File: config.mk
export PLATFORM = sky130hd
export DESIGN_NAME = mem_ctrl
export DESIGN_NICKNAME = d
export VERILOG_FILES = /design/src/rtl/mem_ctrl_pkg.sv /design/src/rtl/mem_ctrl.sv
export SDC_FILE = /design/constraint.sdc
export NUM_CORES = 1
export LEC_CHECK = 0
export CAP_MARGIN = 20
export CORE_ASPECT_RATIO = 1.2
export CORE_UTILIZATION = 52
export DETAILED_ROUTE_END_ITERATION = 7
export MAX_ROUTING_LAYER = met4
export PLACE_DENSITY_LB_ADDON = 0.08
export REMOVE_ABC_BUFFERS = 1
export SYNTH_ARGS = -nofsm -noshare
export SYNTH_HDL_FRONTEND = slang
export SYNTH_SLANG_ARGS = --single-unit
File: constraint.sdc
create_clock -name clk -period 5.19 [get_ports clk]
set_input_delay 1.038 -clock clk [delete_from_list [all_inputs] [get_ports clk]]
set_output_delay 1.038 -clock clk [all_outputs]
set_load 0.005 [all_outputs]
File: src/rtl/mem_ctrl_pkg.sv
// Shared configuration for the memory controller and the instruction cache:
// FSM encoding, IO boundary and load/store length codes.
package mem_ctrl_pkg;

    typedef enum logic [2:0] {
        IDLE,
        IREAD,
        DREAD,
        DWRITE,
        DONE
    } state_t;

    typedef enum logic [1:0] {
        SRC_INSTR,
        SRC_LOAD,
        SRC_STORE
    } src_t;

    localparam logic [31:0] IO_BOUND_DEFAULT = 32'h0003_0000;

    localparam logic [1:0] LEN_BYTE = 2'd0;
    localparam logic [1:0] LEN_HALF = 2'd1;
    localparam logic [1:0] LEN_WORD = 2'd2;

    // The illegal length code is treated as a full word.
    function automatic logic [2:0] len_bytes(input logic [1:0] len);
        case (len)
            LEN_BYTE: len_bytes = 3'd1;
            LEN_HALF: len_bytes = 3'd2;
            default:  len_bytes = 3'd4;
        endcase
    endfunction

endpackage

File: src/rtl/mem_ctrl.sv
// Byte-serial RAM controller arbitrating between instruction fetches and
// load/store requests, with UART back-pressure and pipeline flush support.
module mem_ctrl
    import mem_ctrl_pkg::*;
#(
    parameter logic [31:0] IO_BOUND = IO_BOUND_DEFAULT
) (
    input  logic        clk,
    input  logic        rst_n,
    input  logic        rdy,
    input  logic        io_buffer_full,
    input  logic [7:0]  mem_din,
    output logic [7:0]  mem_dout,
    output logic [31:0] mem_a,
    output logic        mem_wr,
    input  logic        instr_in_enable,
    input  logic [31:0] instr_in_addr,
    output logic        instr_in_valid,
    output logic [31:0] instr_in,
    input  logic        lsb_enable,
    input  logic        lsb_wr,
    input  logic [31:0] lsb_addr,
    input  logic [1:0]  lsb_len,
    input  logic [31:0] lsb_wdata,
    output logic        lsb_valid,
    output logic [31:0] lsb_rdata,
    input  logic        flush
);

    state_t      state, state_nx;
    src_t        src;
    logic [2:0]  cnt, cnt_nx, nbytes;
    logic [31:0] addr, wdata, data_buf, instr_hold, rdata_hold, addr_k;
    logic [1:0]  cap_idx;
    logic        latch_lsb, latch_instr, capture, commit, io_stall;

    assign addr_k   = addr + {29'd0, cnt};
    assign cap_idx  = cnt[1:0] - 2'd1;
    assign io_stall = (addr >= IO_BOUND) && io_buffer_full;

    // While rdy is low a read re-presents the previous byte address, so the
    // RAM keeps returning the byte that is still waiting to be captured.
    always_comb begin
        state_nx       = state;
        cnt_nx         = cnt;
        latch_lsb      = 1'b0;
        latch_instr    = 1'b0;
        capture        = 1'b0;
        commit         = 1'b0;
        mem_a          = 32'd0;
        mem_dout       = 8'd0;
        mem_wr         = 1'b0;
        instr_in_valid = 1'b0;
        lsb_valid      = 1'b0;
        case (state)
            IDLE: begin
                if (lsb_enable) begin
                    latch_lsb = 1'b1;
                    state_nx  = lsb_wr ? DWRITE : DREAD;
                    cnt_nx    = 3'd0;
                end else if (instr_in_enable && !flush) begin
                    latch_instr = 1'b1;
                    state_nx    = IREAD;
                    cnt_nx      = 3'd0;
                end
            end
            IREAD, DREAD: begin
                if (!rdy && cnt != 3'd0)
                    mem_a = addr_k - 32'd1;
                else if (cnt != nbytes)
                    mem_a = addr_k;
                if (state == IREAD && flush) begin
                    state_nx = IDLE;
                    cnt_nx   = 3'd0;
                end else begin
                    capture = (cnt != 3'd0);
                    if (cnt == nbytes)
                        state_nx = DONE;
                    else
                        cnt_nx = cnt + 3'd1;
                end
            end
            DWRITE: begin
                mem_a    = addr_k;
                mem_dout = wdata[{cnt[1:0], 3'b000} +: 8];
                if (!io_stall) begin
                    mem_wr = rdy;
                    if (cnt == nbytes - 3'd1)
                        state_nx = DONE;
                    else
                        cnt_nx = cnt + 3'd1;
                end
            end
            DONE: begin
                state_nx = IDLE;
                cnt_nx   = 3'd0;
                if (src == SRC_INSTR) begin
                    instr_in_valid = rdy && !flush;
                    commit         = !flush;
                end else begin
                    lsb_valid = rdy;
                    commit    = 1'b1;
                end
            end
            default: state_nx = IDLE;
        endcase
    end

    always_ff @(posedge clk or negedge rst_n) begin
        if (!rst_n) begin
            state <= IDLE;
            cnt   <= 3'd0;
        end else if (rdy) begin
            state <= state_nx;
            cnt   <= cnt_nx;
        end
    end

    // Request latch, byte assembly and the held results seen between accesses.
    always_ff @(posedge clk or negedge rst_n) begin
        if (!rst_n) begin
            src        <= SRC_INSTR;
            addr       <= 32'd0;
            wdata      <= 32'd0;
            nbytes     <= 3'd0;
            data_buf   <= 32'd0;
            instr_hold <= 32'd0;
            rdata_hold <= 32'd0;
        end else if (rdy) begin
            if (latch_lsb) begin
                src      <= lsb_wr ? SRC_STORE : SRC_LOAD;
                addr     <= lsb_addr;
                wdata    <= lsb_wdata;
                nbytes   <= (!lsb_wr && lsb_addr >= IO_BOUND) ? 3'd1 : len_bytes(lsb_len);
                data_buf <= 32'd0;
            end else if (latch_instr) begin
                src      <= SRC_INSTR;
                addr     <= instr_in_addr;
                wdata    <= 32'd0;
                nbytes   <= 3'd4;
                data_buf <= 32'd0;
            end
            if (capture)
                data_buf[{cap_idx, 3'b000} +: 8] <= mem_din;
            if (commit) begin
                if (src == SRC_INSTR)
                    instr_hold <= data_buf;
                else if (src == SRC_LOAD)
                    rdata_hold <= data_buf;
            end
        end
    end

    assign instr_in  = (state == DONE && src == SRC_INSTR) ? data_buf : instr_hold;
    assign lsb_rdata = (state == DONE && src == SRC_LOAD)  ? data_buf : rdata_hold;

endmodule

### Word level (Yosys, flattened, before mapping)

Index checks and enable logic that the tools add are counted.

| word-level totals | value |
|---|---|
| register bits after elaboration | 171 |
| input port bits | 114 |
| output and inout port bits | 107 |
| logic and storage cells | 111 |

| operators by class | value |
|---|---|
| add/subtract/negate cells | 6 |
| magnitude comparators | 2 |
| equal/unequal tests | 15 |
| shifts and indexed selects | 3 |
| multiplexer cells | 52 |
| bitwise operators | 1 |
| reduce and logical (&&, ||, !) cells | 23 |

Operator list:

| cell | number |
|---|---|
| $mux 32 | 12 |
| $ge 32x18->1 const B | 2 |
| $pmux 32 s2 | 1 |
| $mux 3 | 15 |
| $add 32x3->32 | 1 |
| $bwmux 32 | 1 |
| $shift 8x7->32 const A | 1 |
| $shiftx 32x6->8 | 1 |
| $shiftx 8x7->32 | 1 |
| $sub 32x1->32 const B | 1 |
| $mux 1 | 16 |
| $pmux 3 s4 | 1 |
| $ne 3x3->1 const B | 3 |
| $pmux 3 s3 | 1 |
| $logic_and 1x1->1 | 8 |
| $mux 8 | 1 |
| $neg 5->7 | 1 |
| $eq 3x2->1 const B | 2 |
| $eq 3x3->1 | 2 |
| $mux 2 | 3 |
| $ne 2x2->1 const B | 3 |
| $pmux 3 s2 | 1 |
| $reduce_and 6->1 | 1 |
| $reduce_and 5->1 | 1 |
| 18 further kinds | 22 |

### Longest topological paths before layout

| depth | value |
|---|---|
| depth after elaboration | 10 |
| mapped depth | 13 |
| gate-level depth less buffers | 10 |

### Least setup slack after synthesis

No wires, ideal clock.

| path | value |
|---|---|
| kind | register to output |
| from | reg cnt[0] |
| to | out mem_a[29] |
| data arrival time | 3,320 ps |
| required time | 4,152 ps |
| slack | 832 ps |
| stages on the path, launching flop included | 14 |
| path buffers | 3 |
| cell sequence | dfrtp_1 -> buf_1 -> inv_1 -> ha_1 -> nand2b_1 -> nor2b_1 -> clkbuf_1 -> nand3_1 -> a211oi_1 -> and3_1 -> clkbuf_1 -> nand2_4 -> or4_1 -> nand3_1 |

| on the way | value |
|---|---|
| word-level cells in the longest chain between the ends | 4 |
| elaborated cells between the ends (all ways) | 8 |
| classes of those cells | add/sub (2); eq/ne (1); mux (3); reduce/logical (2) |

RTL lines:

| what | RTL line | source |
|---|---|---|
| start, declared | mem_ctrl.sv:32 | `logic [2:0] cnt, cnt_nx, nbytes;` |
| start signal, assigned | mem_ctrl.sv:115 | `cnt <= cnt_nx;` |
| $add 32x3->32, or another cell as far along | mem_ctrl.sv:37 | `assign addr_k = addr + {29'd0, cnt};` |
| $sub 32x1->32, or another cell as far along | mem_ctrl.sv:69 | `mem_a = addr_k - 32'd1;` |
| $mux 32 | mem_ctrl.sv:68 | `if (!rdy && cnt != 3'd0)` |
| $pmux 32 s2 (*) | mem_ctrl.sv:55 | `case (state)` |
| end, declared | mem_ctrl.sv:14 | `output logic [31:0] mem_a,` |

Mark *: on every way between the ends. The rest lies on a longest branch, timed or not.

### Worst setup path after layout

| path | value |
|---|---|
| from | reg addr[1] |
| to | out mem_a[30] |

| on the way | value |
|---|---|
| word-level cells in the longest chain between the ends | 4 |
| elaborated cells between the ends (all ways) | 5 |
| classes of those cells | add/sub (2); mux (3) |

RTL lines:

| what | RTL line | source |
|---|---|---|
| start, declared | mem_ctrl.sv:33 | `logic [31:0] addr, wdata, data_buf, instr_hold, rdata_hold, addr_k;` |
| start signal, assigned | mem_ctrl.sv:132 | `addr <= lsb_addr;` |
| start signal, assigned | mem_ctrl.sv:138 | `addr <= instr_in_addr;` |
| $add 32x3->32 (*) | mem_ctrl.sv:37 |  |
| $sub 32x1->32 or $mux 32 (tied branches) | mem_ctrl.sv:69, mem_ctrl.sv:70 |  |
| $mux 32 | mem_ctrl.sv:68 |  |
| $pmux 32 s2 (*) | mem_ctrl.sv:55 |  |

Marks and branches as above.

==> flow_metrics.py <==
metrics = {
    "outcome": {
        "run_status": "completed",
    },
    "finish": {
        "layout_common_cells": "219 x clkdlybuf4s50_1, 171 x nand2_1, 171 x dfrtp_1, 99 x mux2_2, 66 x a22o_1",
        "layout-drive-gt1-share": 0.169,
        "num_antenna_cells": 0,
        "fin_cells": 1475,
        "design.final.nets": 1332,
        "layout.cells.most_common": "clkdlybuf4s50_1",
        "final_util": 0.704,
        "area_growth_syn_to_layout_pct": 32.7,
    },
    "timing": {
        "clock_skew_ns": 0.0104,
        "timing.max_slew.rel_slack": 0.312,
        "setup_slack_of_the_critical_path_after_layout_ns": 0.115,
        "worst_slew_pin_slew_ns": 1.03,
        "timing_max_transition_violations_final": 0,
        "final_min_period_over_clock_period": 0.978,
        "final_period_minus_worst_setup_slack_ns": 5.07,
        "hold_violations": 0,
        "rsz0062_at_grt": "yes",
        "finalSetupViolations": 0,
        "final.hold.worst_slack_ns": 0.471,
        "max_freq_mhz": 197,
    },
    "synth": {
        "synth_compound_gate_area_share": 0.146,
        "post_synth_mux_area_share": 0.166,
        "post_synth_instance_area_sq_um": 9970,
        "syn-instance-count": 1007,
        "ys_warn_count": 0,
        "postSynthAreaPerCell_sq_um": 9.90,
        "post_synth_and_or_nand_nor_area_fraction": 0.165,
        "synth-adder-area-share": 0.0158,
        "synthFlopType": "dfrtp_1",
        "synth_edf_count": 0,
        "ys_ff_latch": 171,
        "seq_area_frac_synth": 0.429,
        "synth_top_family_by_area": "multiplexers",
        "proportion_of_synthesized_flip_flops_having_asynchronous_set_or_reset": 1.00,
        "yosys_cell_types": 69,
        "synth_xor_area_frac": 0.0413,
    },
    "clock_tree": {
        "cts_num_sinks": 171,
        "tritoncts": "yes",
        "htreeDepth": 4,
        "clkLatencyLatePin_ns": 0.44,
        "cts-root-to-sink-buffers": 2,
        "cts_inserted_buffers": 17,
        "clock_tree.root_cell": "clkbuf_16",
        "cts.clk_slew.worst_paths_ns": 0.06,
    },
    "pwr": {
        "power.net_switching_mw": 2.33,
        "power.sequential.fraction": 0.329,
        "leakage_nw": 5.85,
        "power_density_nw_per_um2": 467,
        "combPwrFrac": 0.430,
        "clock_power_share": 0.242,
        "netSwitchingFraction": 0.377,
        "vdd_ir_drop_max_mv": 0.309,
        "p_int_mw": 3.85,
    },
    "floorplanning": {
        "initial_core_utilization": 0.531,
        "design.portCount": 221,
        "vertical_die_dimension_um": 154,
        "design.core.area_sq_um": 18800,
        "die_width_um": 128,
        "fp-row-count": 55,
        "die-area_sq_um": 19700,
    },
    "job": {
        "maxCapViolCount": 0,
    },
    "worst_setup_path": {
        "timing.setup.critical_path_class": "reg2out",
        "critical_path.reg2reg.endpoint": "data_buf[19]",
        "timing.reg2reg.worst_path_depth": 7,
        "critical_path.reg2reg.startpoint": "state[0]",
        "worst-r2r-setup-slack_ns": 2.14,
        "timing.critical_path.to_type": "output pin",
        "worst-endpoint-required_ns": 4.15,
        "worst_setup_path_start_kind": "flop",
        "worstPathMaxFanout": 7,
        "worst-endpoint-arrival_ns": 4.04,
    },
    "placed_design": {
        "place_congestion": 0.909,
        "dp_slack_ns": 0.151,
        "numPortBuffers": 220,
        "place.detailed.hpwl_um": 18500,
        "numPlacedInstances": 1439,
    },
    "global_route": {
        "grt_antenna_before_repair": 0,
        "pin_count_of_the_biggest_net_entering_global_routing": 99,
        "grt_overflow_total": 0,
        "grt_first_pass_wirelength_um": 43600,
        "grt_pass1_vias": 8354,
        "grt.total_usage": 0.294,
    },
    "routing": {
        "drt_iter0_markers": 455,
        "via_per_inst": 5.79,
        "remaining_drc_errors": 0,
        "drt-wirelength-per-cell_um": 18.3,
        "route.final.wire_length_um": 27000,
        "dr_total_vias": 8544,
        "route.antenna.remaining_nets": 0,
        "detailedRoute.firstPassIterationCount": 5,
    },
    "min_path": {
        "worst_hold_path.endpoint": "instr_hold[21]",
        "worst_hold_path.num_cells": 2,
        "hp-class": "reg2reg",
        "min_from": "instr_hold[21]",
    },
}
[layer usage]
layer  part of all wire  GRT usage  wire, um  up-vias
met5                  0          -         0        -
met4              0.031      0.131       833        0
met3              0.047     0.0522      1260       53
met2               0.50      0.468     13400      259
met1               0.43      0.365     11500     4173
li1                   -          -         -     4059
[worst max path at each step]
| stage | start | slack (ns) | end |
|---|---|---|---|
| detailed placement | rdy | 0.15 | mem_a[29] |
| floorplan | cnt[0] | 0.69 | mem_a[29] |
| CTS | cnt[2] | 0.002 | mem_a[30] |
| global route | addr[1] | -0.01 | mem_a[30] |
| finish | addr[1] | 0.12 | mem_a[30] |
| global placement | rdy | 0.19 | mem_a[29] |
[cell families (layout without fill, tap and decap cells)]
| logic type | count (synthesis) | count (layout) |
|---|---|---|
| DFF | 171 | 171 |
| buffers and inverters | 84 | 296 |
| AOI/OAI and AO/OA | 205 | 205 |
| and+or+nand+nor | 345 | 345 |
| xor gates and xnor gates | 47 | 47 |
| muxes | 143 | 143 |
| adders and majority gates | 12 | 12 |
[power groups by stage]
stage	sequential [mW]	combinational (mW)	clock, mW
final	2.03	2.65	1.49
after global routing	2.08	2.91	1.56
after CTS	2.02	2.61	1.51
after detailed placement	2.04	2.57	0
after global placement	2.03	2.55	0
after floorplan	1.97	1.60	0
[stage by stage]
| stage | TNS (ns) | total power [mW] | area [sq um] |
|---|---|---|---|
| after floorplan | 0 | 3.56 | 9660 |
| after global placement | 0 | 4.58 | 12400 |
| after detailed placement | 0 | 4.61 | 12400 |
| after CTS | 0 | 6.14 | 13100 |
| after global routing | -0.0136 | 6.55 | 13200 |
| final | 0 | 6.18 | 13200 |
[critical path: stages, from the launching register on]
cell and delay, ns:
dfrtp_1 0.41, ha_1 0.35, a211oi_2 0.10, or4_4 0.58, or4_4 0.57, a32oi_4 0.29, nand2_2 0.15, or4_1 0.48
o211ai_1 0.11, clkdlybuf4s50_1 0.56
[synthesized netlist by cell type (4+ instances only)]
cell	n	share of area
xor2_1	28	0.025
clkbuf_1	50	0.019
a211oi_1	5	0.0038
a22oi_1	4	0.0030
xnor2_1	19	0.017
and2_1	12	0.0075
mux2_2	99	0.11
a31oi_1	6	0.0038
nand4_1	17	0.011
a41oi_1	4	0.0035
a22o_1	66	0.058
inv_1	14	0.0053
o211ai_1	5	0.0038
buf_1	12	0.0045
and3_1	10	0.0063
nor2_1	34	0.013
nand3_1	32	0.016
nand2_1	172	0.065
dfrtp_1	171	0.43
mux4_2	8	0.018
o21ai_0	53	0.027
nor3_1	20	0.010
o31ai_1	5	0.0038
mux2i_1	36	0.036
o22ai_1	11	0.0069
or4_1	4	0.0030
ha_1	11	0.014
a21oi_1	24	0.012
nand2b_1	5	0.0031
nor4_1	9	0.0056
[layout make-up]
class / count / area (sq um)
Clock inverter: 14 / 250
Timing Repair Buffer: 250 / 2460
Fill cell: 1470 / 5560
Multi-Input combinational cell: 752 / 5420
Sequential cell: 171 / 4280
Tap cell: 256 / 320
Inverter: 14 / 52.6
Clock buffer: 18 / 439
[flip-flops by register name, summed over array words and instances, names as in the netlist]
name / count
addr: 32
cnt: 3
data_buf: 32
instr_hold: 32
nbytes: 3
rdata_hold: 32
src: 2
state: 3
wdata: 32
[repair_timing]
| item | in CTS | in global routing |
|---|---|---|
| pin swaps | 1 | 3 |
| hold buffers | 0 | 0 |
| endpoints found under the setup margin | 5 | 13 |
| resized for setup | 5 | 10 |
| buffers inserted | 1 | 2 |
(Power assumes the default switching activity.)
